### config.mk
export PLATFORM = sky130hd
export DESIGN_NAME = clause_scan_controller
export DESIGN_NICKNAME = d
export VERILOG_FILES = /design/src/rtl/clause_pkg.sv /design/src/rtl/clause_slice_reg.sv /design/src/rtl/clause_scan_controller.sv
export SDC_FILE = /design/constraint.sdc
export NUM_CORES = 1
export LEC_CHECK = 0
export CAP_MARGIN = 5
export CORE_AREA = 3 3 341 343
export DETAILED_ROUTE_END_ITERATION = 10
export DIE_AREA = 0 0 344 346
export SLEW_MARGIN = 20
export SYNTH_ARGS = -nofsm -noshare
export SYNTH_HDL_FRONTEND = slang
export SYNTH_HIERARCHICAL = 1
export SYNTH_SLANG_ARGS = --single-unit
### constraint.sdc
create_clock -name clk -period 19.25 [get_ports clk]
set_input_delay 3.85 -clock clk [delete_from_list [all_inputs] [get_ports clk]]
set_output_delay 3.85 -clock clk [all_outputs]
set_load 0.01 [all_outputs]
### src/rtl/clause_pkg.sv
// Shared definitions for the clause scan path: default geometry, the
// literal/clause/row layout and the scan sequencer state encoding.
package clause_pkg;

   localparam int unsigned NUM_CLAUSES           = 64;
   localparam int unsigned VAR_ID_BITS           = 8;
   localparam int unsigned NUM_CLAUSES_PER_CYCLE = 16;
   localparam int unsigned NUM_VARS_PER_CLAUSE   = 3;

   localparam int unsigned LIT_WIDTH = VAR_ID_BITS + 1;
   localparam int unsigned ROW_WIDTH = LIT_WIDTH * NUM_VARS_PER_CLAUSE * NUM_CLAUSES_PER_CYCLE;
   localparam int unsigned NUM_ROWS  = NUM_CLAUSES / NUM_CLAUSES_PER_CYCLE;

   // One literal: variable id followed by its negation flag.
   typedef struct packed {
      logic [VAR_ID_BITS-1:0] var_id;
      logic                   neg;
   } literal_t;

   typedef literal_t [NUM_VARS_PER_CLAUSE-1:0]   clause_t;
   typedef clause_t  [NUM_CLAUSES_PER_CYCLE-1:0] clause_row_t;

   typedef enum logic [1:0] {
      IDLE,
      SCAN,
      DRAIN,
      DONE
   } scan_state_t;

endpackage

### src/rtl/clause_slice_reg.sv
// One-entry valid/ready output register carrying a clause row and its
// row index. A load may coincide with the current entry being accepted.
module clause_slice_reg #(
   parameter int unsigned DATA_WIDTH = clause_pkg::ROW_WIDTH,
   parameter int unsigned ROW_BITS   = 2
) (
   input  logic                  clk,
   input  logic                  rst,
   input  logic                  load,
   input  logic [DATA_WIDTH-1:0] load_data,
   input  logic [ROW_BITS-1:0]   load_row,
   output logic                  valid,
   input  logic                  ready,
   output logic [DATA_WIDTH-1:0] data,
   output logic [ROW_BITS-1:0]   row
);

   // Hold the entry until accepted; a load replaces it, otherwise acceptance empties it.
   always_ff @(posedge clk or posedge rst) begin
      if (rst) begin
         valid <= 1'b0;
         data  <= '0;
         row   <= '0;
      end else if (load) begin
         valid <= 1'b1;
         data  <= load_data;
         row   <= load_row;
      end else if (ready) begin
         valid <= 1'b0;
      end
   end

endmodule

### src/rtl/clause_scan_controller.sv
// Clause scan sequencer: walks every clause-memory row once per pass,
// hands rows to the evaluator, counts returning results and reports
// satisfiability with a one-cycle done pulse.
// Optional build macro: CLAUSE_SCAN_EARLY_ABORT_EN stops issuing rows
// on the first unsatisfied result seen while scanning.
module clause_scan_controller #(
   parameter int unsigned NUM_CLAUSES           = 64,
   parameter int unsigned VAR_ID_BITS           = 8,
   parameter int unsigned NUM_CLAUSES_PER_CYCLE = 16,
   parameter int unsigned NUM_VARS_PER_CLAUSE   = 3,
   parameter int unsigned PTR_BITS              = $clog2(NUM_CLAUSES / NUM_CLAUSES_PER_CYCLE),
   localparam int unsigned ROW_WIDTH = (VAR_ID_BITS + 1) * NUM_VARS_PER_CLAUSE * NUM_CLAUSES_PER_CYCLE,
   localparam int unsigned NUM_ROWS  = NUM_CLAUSES / NUM_CLAUSES_PER_CYCLE
) (
   input  logic                 clk,
   input  logic                 rst,
   input  logic                 start,
   output logic [PTR_BITS-1:0]  row_ptr,
   input  logic [ROW_WIDTH-1:0] mem_slice,
   output logic [ROW_WIDTH-1:0] slice_data,
   output logic [PTR_BITS-1:0]  slice_row,
   output logic                 slice_valid,
   input  logic                 slice_ready,
   input  logic                 res_valid,
   input  logic                 res_unsat,
   output logic                 busy,
   output logic                 done,
   output logic                 sat
);

   import clause_pkg::*;

   localparam logic [PTR_BITS-1:0] LAST_ROW = PTR_BITS'(NUM_ROWS - 1);

   scan_state_t         state;
   scan_state_t         state_next;
   logic [PTR_BITS:0]   out_cnt;
   logic                unsat_seen;
   logic                handshake;
   logic                res_accept;
   logic                abort;
   logic                load;
   logic                start_pass;
   logic                sat_update;

   assign handshake = slice_valid & slice_ready;
   // A result is legitimate if a row is outstanding or is being handed over right now.
   assign res_accept = res_valid & ((out_cnt != '0) | handshake);

`ifdef CLAUSE_SCAN_EARLY_ABORT_EN
   assign abort = res_accept & res_unsat;
`else
   assign abort = 1'b0;
`endif

   assign busy = (state != IDLE);
   assign done = (state == DONE);

   clause_slice_reg #(
      .DATA_WIDTH (ROW_WIDTH),
      .ROW_BITS   (PTR_BITS)
   ) u_slice_reg (
      .clk       (clk),
      .rst       (rst),
      .load      (load),
      .load_data (mem_slice),
      .load_row  (row_ptr),
      .valid     (slice_valid),
      .ready     (slice_ready),
      .data      (slice_data),
      .row       (slice_row)
   );

   // State register.
   always_ff @(posedge clk or posedge rst) begin
      if (rst) begin
         state <= IDLE;
      end else begin
         state <= state_next;
      end
   end

   // Next-state and control decode; an abort blocks the load in the same cycle.
   always_comb begin
      state_next = state;
      load       = 1'b0;
      start_pass = 1'b0;
      sat_update = 1'b0;
      case (state)
         IDLE: begin
            if (start) begin
               start_pass = 1'b1;
               state_next = SCAN;
            end
         end
         SCAN: begin
            if (abort) begin
               state_next = DRAIN;
            end else if (!slice_valid || slice_ready) begin
               load = 1'b1;
               if (row_ptr == LAST_ROW) begin
                  state_next = DRAIN;
               end
            end
         end
         DRAIN: begin
            if (!slice_valid && (out_cnt == '0)) begin
               sat_update = 1'b1;
               state_next = DONE;
            end
         end
         DONE: begin
            state_next = IDLE;
         end
         default: begin
            state_next = IDLE;
         end
      endcase
   end

   // Row pointer, outstanding-result count, unsat tracking and the pass result.
   always_ff @(posedge clk or posedge rst) begin
      if (rst) begin
         row_ptr    <= '0;
         out_cnt    <= '0;
         unsat_seen <= 1'b0;
         sat        <= 1'b0;
      end else if (start_pass) begin
         row_ptr    <= '0;
         out_cnt    <= '0;
         unsat_seen <= 1'b0;
         sat        <= 1'b0;
      end else begin
         if (load) begin
            row_ptr <= (row_ptr == LAST_ROW) ? '0 : row_ptr + 1'b1;
         end
         if (handshake && !res_accept) begin
            out_cnt <= out_cnt + 1'b1;
         end else if (!handshake && res_accept) begin
            out_cnt <= out_cnt - 1'b1;
         end
         if (res_accept && res_unsat) begin
            unsat_seen <= 1'b1;
         end
         if (sat_update) begin
            sat <= !unsat_seen;
         end
      end
   end

endmodule

==> flow_summary.yaml, run 1 <==
timing:
  relSlewSlack_pct: 28.9
  hold_viol: 0
  final-setup-viol-count: 0
  post-route-min-period_ns: 6.59
  grt_setup_unrepaired: "false"
  fmax_ghz: 0.152
  final.period_utilization_pct: 34.3
  fin_skew_ns: 0.0184
  report.final.slew_viol_count: 0
  worst_slew_pin_slew_ns: 1.07
  finalSetupTns_ns: 0
clock_network:
  postCtsSetupRepairBufs: 0
  clockBufferDepth: 3
  cts_sinks: 444
  clk_pin_slew_worst_paths_ns: 0.05
  htreeDepth: 2
  cts_resized: 0
  numCtsBuffers: 57
  clkLatencyLatePin_ns: 0.63
  cts_root_buf: "clkbuf_16"
  cts_tree: "built"
  cts_hold_buf: 0
pwr:
  p_leak_nw: 11.5
  pwr-share-seq_pct: 32.6
  pwr-share-clk_pct: 21.4
  net-switching-power_w: 0.00169
  finalPower_w: 0.00521
  p_int_w: 0.00352
  ir_drop_mv: 0.102
  switching_share_pct: 32.4
  p_per_area_nw_per_um2: 178
  pwr-share-comb_pct: 46.0
worst_hold_path:
  hp-class: "flop to flop"
  holdPathStages: 1
  hold_start: "u_slice_reg/data[282]"
synthesis:
  ys_ff_latch: 444
  syn_area_sq_um: 16700
  yosysTopAreaCell: "dfrtp_1"
  synthFlopType: "dfrtp_1"
  yosys.area.top_type_share_pct: 66.3
  synth.distinct_cells: 29
  synth_area_leaders: "dfrtp_1 66%, mux2_2 22%, mux2_1 7.0%"
  seq_area_frac_synth_pct: 66.3
  synth_edf_count: 0
  syn_inst: 985
  syn_avg_cell_area_sq_um: 17.0
  synthArstFlopShare_pct: 100
  syn_nets: 1430
  synth_warnings: 6
setup_path:
  worstSetupStartpoint: "slice_ready"
  critical_path_class: "input port to flop"
  cp_num_cells: 6
  cpPeakStageDelay_ns: 0.88
  path_cells: "clkdlybuf4s50_1, nor2b_1, nor2_4, buf_12, buf_4, mux2_2"
  crit_family: "buffers and inverters"
  cp.required_ns: 19.76
  timing.critical_path.buf_inv: 3
  start_kind: "input port"
  cpMaxStageDelayCell: "buf_4"
  critPathMaxFanout: 154
  worst_setup_path_end_kind: "flop"
  reg2regPathDepth: 7
  r2r-start: "state[1]"
  arrival_ns: 7.10
layout:
  layout-drive-gt1-share_pct: 22.8
  nFillCells: 11800
  nNetsFinal: 2330
  syn_to_final_growth_pct: 74.4
global_routing:
  grt_pass1_vias: 12800
  grt_pass1_wl_mm: 102
  grtUsageTotal_pct: 12.1
  antenna_found_initial: 50
  overflow: 0
  grt_max_degree: 155
drt:
  vias_per_cell: 3.45
  vias: 11900
  drt_iter0_drc: 371
  drc_errors: 0
  wirelength_mm: 74.8
  post_drt_wl_per_cell_um: 21.6
  ant_nets: 0
  firstDrtPassIters: 6
floorplan:
  die_w_um: 344
  dieHeight_um: 346
  placement_rows: 124
  start_util_pct: 14.7
  die_area_sq_um: 119000
  io_pins: 878
  core_sq_um: 114000
run_status:
  outcome: "complete, no violations"
run:
  cap_violations: 0
place:
  dp_hpwl_mm: 59.9
  portBuffers: 877
  gp_congestion: 0.787
==> cell usage in the layout, fill, tap and decap left out, types with 5 or more instances in the layout <==
master | Yosys | layout
ha_1 | 6 | 6
clkbuf_1 | 0 | 11
clkbuf_8 | 0 | 17
clkinv_2 | 0 | 6
diode_2 | 0 | 15
a21oi_1 | 5 | 5
mux2_2 | 331 | 331
dfrtp_1 | 444 | 444
clkbuf_16 | 0 | 59
inv_1 | 9 | 8
mux2_1 | 104 | 104
buf_4 | 0 | 10
clkdlybuf4s50_1 | 0 | 877
nand2_1 | 7 | 7
==> path summary, 6_finish.rpt <==
check | endpoint | slack, ns
max | u_slice_reg/data[407] | 12.66
min | u_slice_reg/data[282] | 0.48
max reg2reg | u_slice_reg/data[407] | 15.68
min reg2reg | u_slice_reg/data[282] | 0.48
max in group asynchronous | u_slice_reg/data[163] | 12.81
min in group asynchronous | u_slice_reg/data[12] | 3.71
==> sequential cells by signal, indices dropped and copies added (netlist names) <==
name	cells
out_cnt	3
row_ptr	2
sat	1
state	2
u_slice_reg/data	432
u_slice_reg/row	2
u_slice_reg/valid	1
unsat_seen	1
==> synth_stat cells (2+ instances only) <==
| master | instances |
|---|---|
| nor2b_1 | 2 |
| a21boi_0 | 2 |
| dfrtp_1 | 444 |
| mux2_1 | 104 |
| mux2_2 | 331 |
| nand2b_1 | 4 |
| nand2_1 | 7 |
| buf_6 | 17 |
| ha_1 | 6 |
| or4_1 | 2 |
| a21oi_1 | 5 |
| mux2i_1 | 2 |
| nor2_1 | 2 |
| buf_2 | 31 |
| o21ai_0 | 2 |
| nand4_1 | 2 |
| nand3b_1 | 2 |
| inv_1 | 9 |
==> power groups by stage <==
stage / Sequential [W] / Clock (W) / Combinational (W)
global route: 0.00176 / 0.00120 / 0.00255
global placement: 0.00170 / 0 / 0.00243
detailed placement: 0.00171 / 0 / 0.00245
floorplan: 0.00189 / 0 / 0.000848
finish: 0.00169 / 0.00112 / 0.00240
CTS: 0.00170 / 0.00117 / 0.00246
==> layout make-up <==
type / count / area, sq um / area share (%)
Sequential cell: 444 / 11100 / 38.0
Timing Repair Buffer: 889 / 8890 / 30.4
Multi-Input combinational cell: 484 / 5270 / 18.0
Tap cell: 1512 / 1890 / 6.48
Clock buffer: 87 / 1750 / 6.00
Clock inverter: 19 / 225 / 0.771
Inverter: 9 / 41.3 / 0.141
Antenna cell: 15 / 37.5 / 0.128
==> routing by layer <==
layer  global-route usage (%)  vias to the layer above  part of all wire (%)
met5                        0                        -                  0.34
met4                     3.13                       38                   2.1
met3                     6.35                      113                    12
met2                     19.3                      535                    46
met1                     14.3                     5910                    40
li1                         -                     5329                     -
==> metrics by stage <==
stage	instance area, sq um	hold slack (ns)	util (%)	instances	worst slack, ns
global placement	27200	0.468	23.9	3337	11.57
CTS	29200	0.487	25.6	3443	12.29
global route	29200	0.491	25.6	3444	12.34
finish	29200	0.482	25.7	3459	12.66
floorplan	16700	0.456	-	985	3.28
detailed placement	27200	0.474	23.9	3337	11.57
==> cell families after synthesis <==
| group | after synthesis | share of synthesized area (%) |
|---|---|---|
| AO/OA/AOI/OAI | 15 | 0.590 |
| adder cells (fa/ha/maj) | 7 | 0.568 |
| buffers and inverters | 57 | 2.27 |
| flip-flops | 444 | 66.3 |
| multiplexers | 437 | 29.4 |
| AND/OR/NAND/NOR | 25 | 0.867 |
No activity file was read; power rests on OpenSTA's default activity.
==> inputs of run 2 (changes only) <==
- clock period: 19.25 -> 6.3 ns (I/O delays scaled with it)
==> flow_summary.yaml, run 2 (same netlist as run 1, synthesis figures left out) <==
drt:
  post_drt_wl_per_cell_um: 21.0
  vias: 12000
  drt_iter0_drc: 404
  drc_errors: 0
  ant_nets: 0
  wirelength_mm: 72.5
  firstDrtPassIters: 6
  vias_per_cell: 3.49
layout:
  largest_register_ffs: 432
  final_common_cell: "clkdlybuf4s50_1"
  layout-drive-gt1-share_pct: 22.6
  regMostFlops: "u_slice_reg/data"
  final_cell_mix: "877 x clkdlybuf4s50_1, 444 x dfrtp_1, 331 x mux2_2, 104 x mux2_1, 56 x clkbuf_16"
  syn_to_final_growth_pct: 74.2
  final_cell_area_sq_um: 29200
  nFillCells: 11800
  nNetsFinal: 2328
  reg.largest.list: "u_slice_reg/data: 432 flops, out_cnt: 3 flops"
worst_hold_path:
  hp-class: "flop to flop"
floorplan:
  core_sq_um: 114000
  dieHeight_um: 346
  placement_rows: 124
  die_area_sq_um: 119000
  die_w_um: 344
  start_util_pct: 14.7
  io_pins: 878
place:
  gp_congestion: 0.815
  post_dp_cell_area_sq_um: 27200
  portBuffers: 877
  dp_hpwl_mm: 57.3
timing:
  report.final.slew_viol_count: 0
  post-route-min-period_ns: 3.39
  final-setup-viol-count: 0
  worst_slew_pin_slew_ns: 0.868
  grt_setup_unrepaired: "false"
  fin_skew_ns: 0.0206
  fmax_ghz: 0.295
  hold_viol: 0
  final.period_utilization_pct: 53.8
  relSlewSlack_pct: 42.0
pwr:
  ir_drop_mv: 0.247
  pwr-share-seq_pct: 32.7
  p_int_w: 0.0106
  switching_share_pct: 32.8
  p_leak_nw: 11.5
  finalPower_w: 0.0158
  pwr-share-comb_pct: 46.5
  p_per_area_nw_per_um2: 543
  pwr-share-clk_pct: 20.8
  net-switching-power_w: 0.00520
clock_network:
  htreeDepth: 2
  clkLatencyLatePin_ns: 0.63
  cts_hold_buf: 0
  numCtsBuffers: 56
  postCtsSetupRepairBufs: 0
  clk_pin_slew_worst_paths_ns: 0.06
  clockBufferDepth: 3
  cts_resized: 0
  cts_root_buf: "clkbuf_16"
  cts_tree: "built"
  cts_sinks: 444
global_routing:
  grt_pass1_vias: 12900
  grt_max_degree: 126
  grt_pass1_wl_mm: 101
  antenna_found_initial: 38
  overflow: 0
  grtUsageTotal_pct: 11.8
run_status:
  outcome: "complete, no violations"
setup_path:
  worst_setup_path_end_kind: "primary output"
  critical_path_class: "flop to primary output"
  start_kind: "flop"
  cp.required_ns: 5.04
  arrival_ns: 2.13
  critPathMaxFanout: 4
run:
  cap_violations: 0
run 2: power groups by stage:
| stage | clock network [W] | registers [W] | logic, W |
|---|---|---|---|
| final | 0.00329 | 0.00518 | 0.00737 |
| after global routing | 0.00355 | 0.00540 | 0.00782 |
| after CTS | 0.00345 | 0.00521 | 0.00755 |
| after detailed placement | 0 | 0.00524 | 0.00752 |
| after global placement | 0 | 0.00519 | 0.00749 |
| after floorplan | 0 | 0.00579 | 0.00259 |
run 2: final timing paths:
check	start	endpoint	slack, ns	cells after the start
max	state[1]	busy	2.91	4
min in group asynchronous	rst	u_slice_reg/data[366]	0.99	2
min reg2reg	u_slice_reg/data[284]	u_slice_reg/data[284]	0.48	1
min	u_slice_reg/data[284]	u_slice_reg/data[284]	0.48	1
max in group asynchronous	rst	u_slice_reg/data[233]	4.05	4
max reg2reg	state[1]	u_slice_reg/data[417]	3.45	6
run 2: cell type report:
cell class              count  area [sq um]  share of cell area [%]
clock buffers              81          1630                    5.57
well taps                1512          1890                    6.48
clock inverters            21           256                   0.879
repair buffers            888          8960                    30.7
multi-input cells         484          5270                    18.0
flip-flops and latches    444         11100                    38.1
inverters                   9          37.5                   0.129
diodes                     12          30.0                   0.103
run 2: per-stage QoR:
stage	hold WS (ns)	setup WS (ns)	TNS, ns	instances	utilization, %
floorplan	0.456	-0.835	-363.36	985	-
global placement	0.466	2.43	0	3336	23.9
finish	0.481	2.91	0	3451	25.6
detailed placement	0.474	2.33	0	3336	23.9
CTS	0.487	2.80	0	3438	25.6
global route	0.493	2.78	0	3440	25.6
run 2: metal layers:
layer | track usage (%) | vias up | part of all wire, %
met5 | 0 | - | 0.31
met4 | 2.74 | 34 | 2.1
met3 | 5.05 | 111 | 10
met2 | 19.0 | 532 | 46
met1 | 14.5 | 6025 | 41
li1 | - | 5334 | -
run 2: worst max-delay path, cell delays in order (launching register included):
cell and delay (ns):
dfrtp_1 0.39, inv_1 0.10, ha_1 0.24, inv_1 0.16
clkdlybuf4s50_1 0.61
==> inputs of run 3 (changes only) <==
- clock period: 6.3 -> 3.2 ns (I/O delays scaled with it)
==> flow_summary.yaml, run 3 (same netlist as run 1, synthesis figures left out) <==
clock_network:
  cts_tree: "built"
  clockBufferDepth: 3
  cts_resized: 0
  numCtsBuffers: 55
  cts_root_buf: "clkbuf_16"
  clkLatencyLatePin_ns: 0.64
  cts_sinks: 444
  clk_pin_slew_worst_paths_ns: 0.06
  postCtsSetupRepairBufs: 0
  cts_hold_buf: 0
  htreeDepth: 2
place:
  dp_hpwl_mm: 58.5
  gp_congestion: 0.796
  portBuffers: 877
  place_ws_ns: 0.495
timing:
  final-setup-viol-count: 0
  report.final.slew_viol_count: 0
  fmax_ghz: 0.359
  post-route-min-period_ns: 2.78
  fin_skew_ns: 0.0346
  hold_viol: 0
  grt_setup_unrepaired: "false"
  relSlewSlack_pct: 44.4
  worst_slew_pin_slew_ns: 0.834
  timing.final.ws_setup_ns: 0.417
  final.period_utilization_pct: 87.0
layout:
  fin_util_pct: 25.8
  syn_to_final_growth_pct: 75.3
  largest_register_ffs: 432
  reg.largest.list: "u_slice_reg/data: 432 flops, out_cnt: 3 flops"
  nNetsFinal: 2340
  layout-drive-gt1-share_pct: 23.1
  regMostFlops: "u_slice_reg/data"
  final_common_cell: "clkdlybuf4s50_1"
  final_cell_mix: "877 x clkdlybuf4s50_1, 444 x dfrtp_1, 331 x mux2_2, 104 x mux2_1, 55 x clkbuf_16"
drt:
  drc_errors: 0
  post_drt_wl_per_cell_um: 21.0
  wirelength_mm: 72.7
  vias_per_cell: 3.49
  drt_iter0_drc: 423
  ant_nets: 0
  firstDrtPassIters: 4
  vias: 12100
floorplan:
  placement_rows: 124
  core_sq_um: 114000
  dieHeight_um: 346
  die_w_um: 344
  die_area_sq_um: 119000
  start_util_pct: 14.7
  io_pins: 878
pwr:
  ir_drop_mv: 0.524
  p_per_area_nw_per_um2: 1070
  p_leak_nw: 11.5
setup_path:
  start_kind: "flop"
  critPathMaxFanout: 4
  critical_path_class: "flop to primary output"
  worst_setup_path_end_kind: "primary output"
  cp.required_ns: 2.56
  arrival_ns: 2.14
global_routing:
  grt_max_degree: 121
  antenna_found_initial: 45
  overflow: 0
  met3_usage_pct: 5.77
  grtUsageTotal_pct: 11.7
  grt_pass1_wl_mm: 99.6
  grtUsageMet2_pct: 19.1
  use_met1_pct: 13.8
  grt_most_used_layer: "met2"
  grt_pass1_vias: 13000
run_status:
  outcome: "complete, no violations"
run:
  cap_violations: 0
worst_hold_path:
  hp-class: "input port to async pin"
## run 3: changes by cell type in the layout (fill, tap and decap cells not counted), moves of 2 or more
cell	previous run	this run
clkbuf_8	13	9
buf_12	8	13
bufinv_16	4	6
inv_8	0	2
buf_4	3	11
## run 3: final cells by class
type	instances	area [sq um]
Sequential cell	444	11100
Multi-Input combinational cell	484	5270
Clock buffer	75	1540
Timing Repair Buffer	901	9120
Antenna cell	12	30.0
Clock inverter	27	355
Fill cell	11900	84500
Tap cell	1512	1890
Inverter	9	37.5
## run 3: worst paths after layout
kind | to | slack, ns | cells after the start | from
worst max-delay path | busy | 0.42 | 4 | state[1]
worst max register to register | u_slice_reg/data[136] | 0.97 | 7 | state[1]
max in group asynchronous | u_slice_reg/data[311] | 1.82 | 3 | rst
min in group clk | u_slice_reg/data[347] | 0.48 | 1 | u_slice_reg/data[347]
worst min register to register | u_slice_reg/data[347] | 0.48 | 1 | u_slice_reg/data[347]
worst min-delay path | u_slice_reg/data[390] | 0.34 | 2 | rst
## run 3: routing by layer
layer	share of wire, %	vias up
met5	0.28	-
met3	11	109
met2	46	530
met1	40	6059
met4	2.3	32
li1	-	5354
## run 3: per-stage QoR
step | instances | setup TNS, ns | area (sq um) | hold WS (ns) | total power, W
finish | 3464 | 0 | 29400 | 0.343 | 0.0313
global route | 3453 | 0 | 29300 | 0.313 | 0.0331
CTS | 3452 | 0 | 29300 | 0.273 | 0.0320
detailed placement | 3350 | 0 | 27400 | 0.474 | 0.0251
global placement | 3350 | 0 | 27400 | 0.466 | 0.0249
floorplan | 985 | -1442.16 | 16800 | 0.456 | 0.0165
## run 3: critical path, cell delays in order, from the launching register on
cell and delay (ns):
dfrtp_1 0.40, inv_1 0.09, ha_1 0.24, inv_1 0.17, clkdlybuf4s50_1 0.60
## run 3: power by group
part	leakage (nW)	internal, W	switching, W
registers	5.18	0.00858	0.00161
logic	5.43	0.00866	0.00586
clock network	0.934	0.00389	0.00269
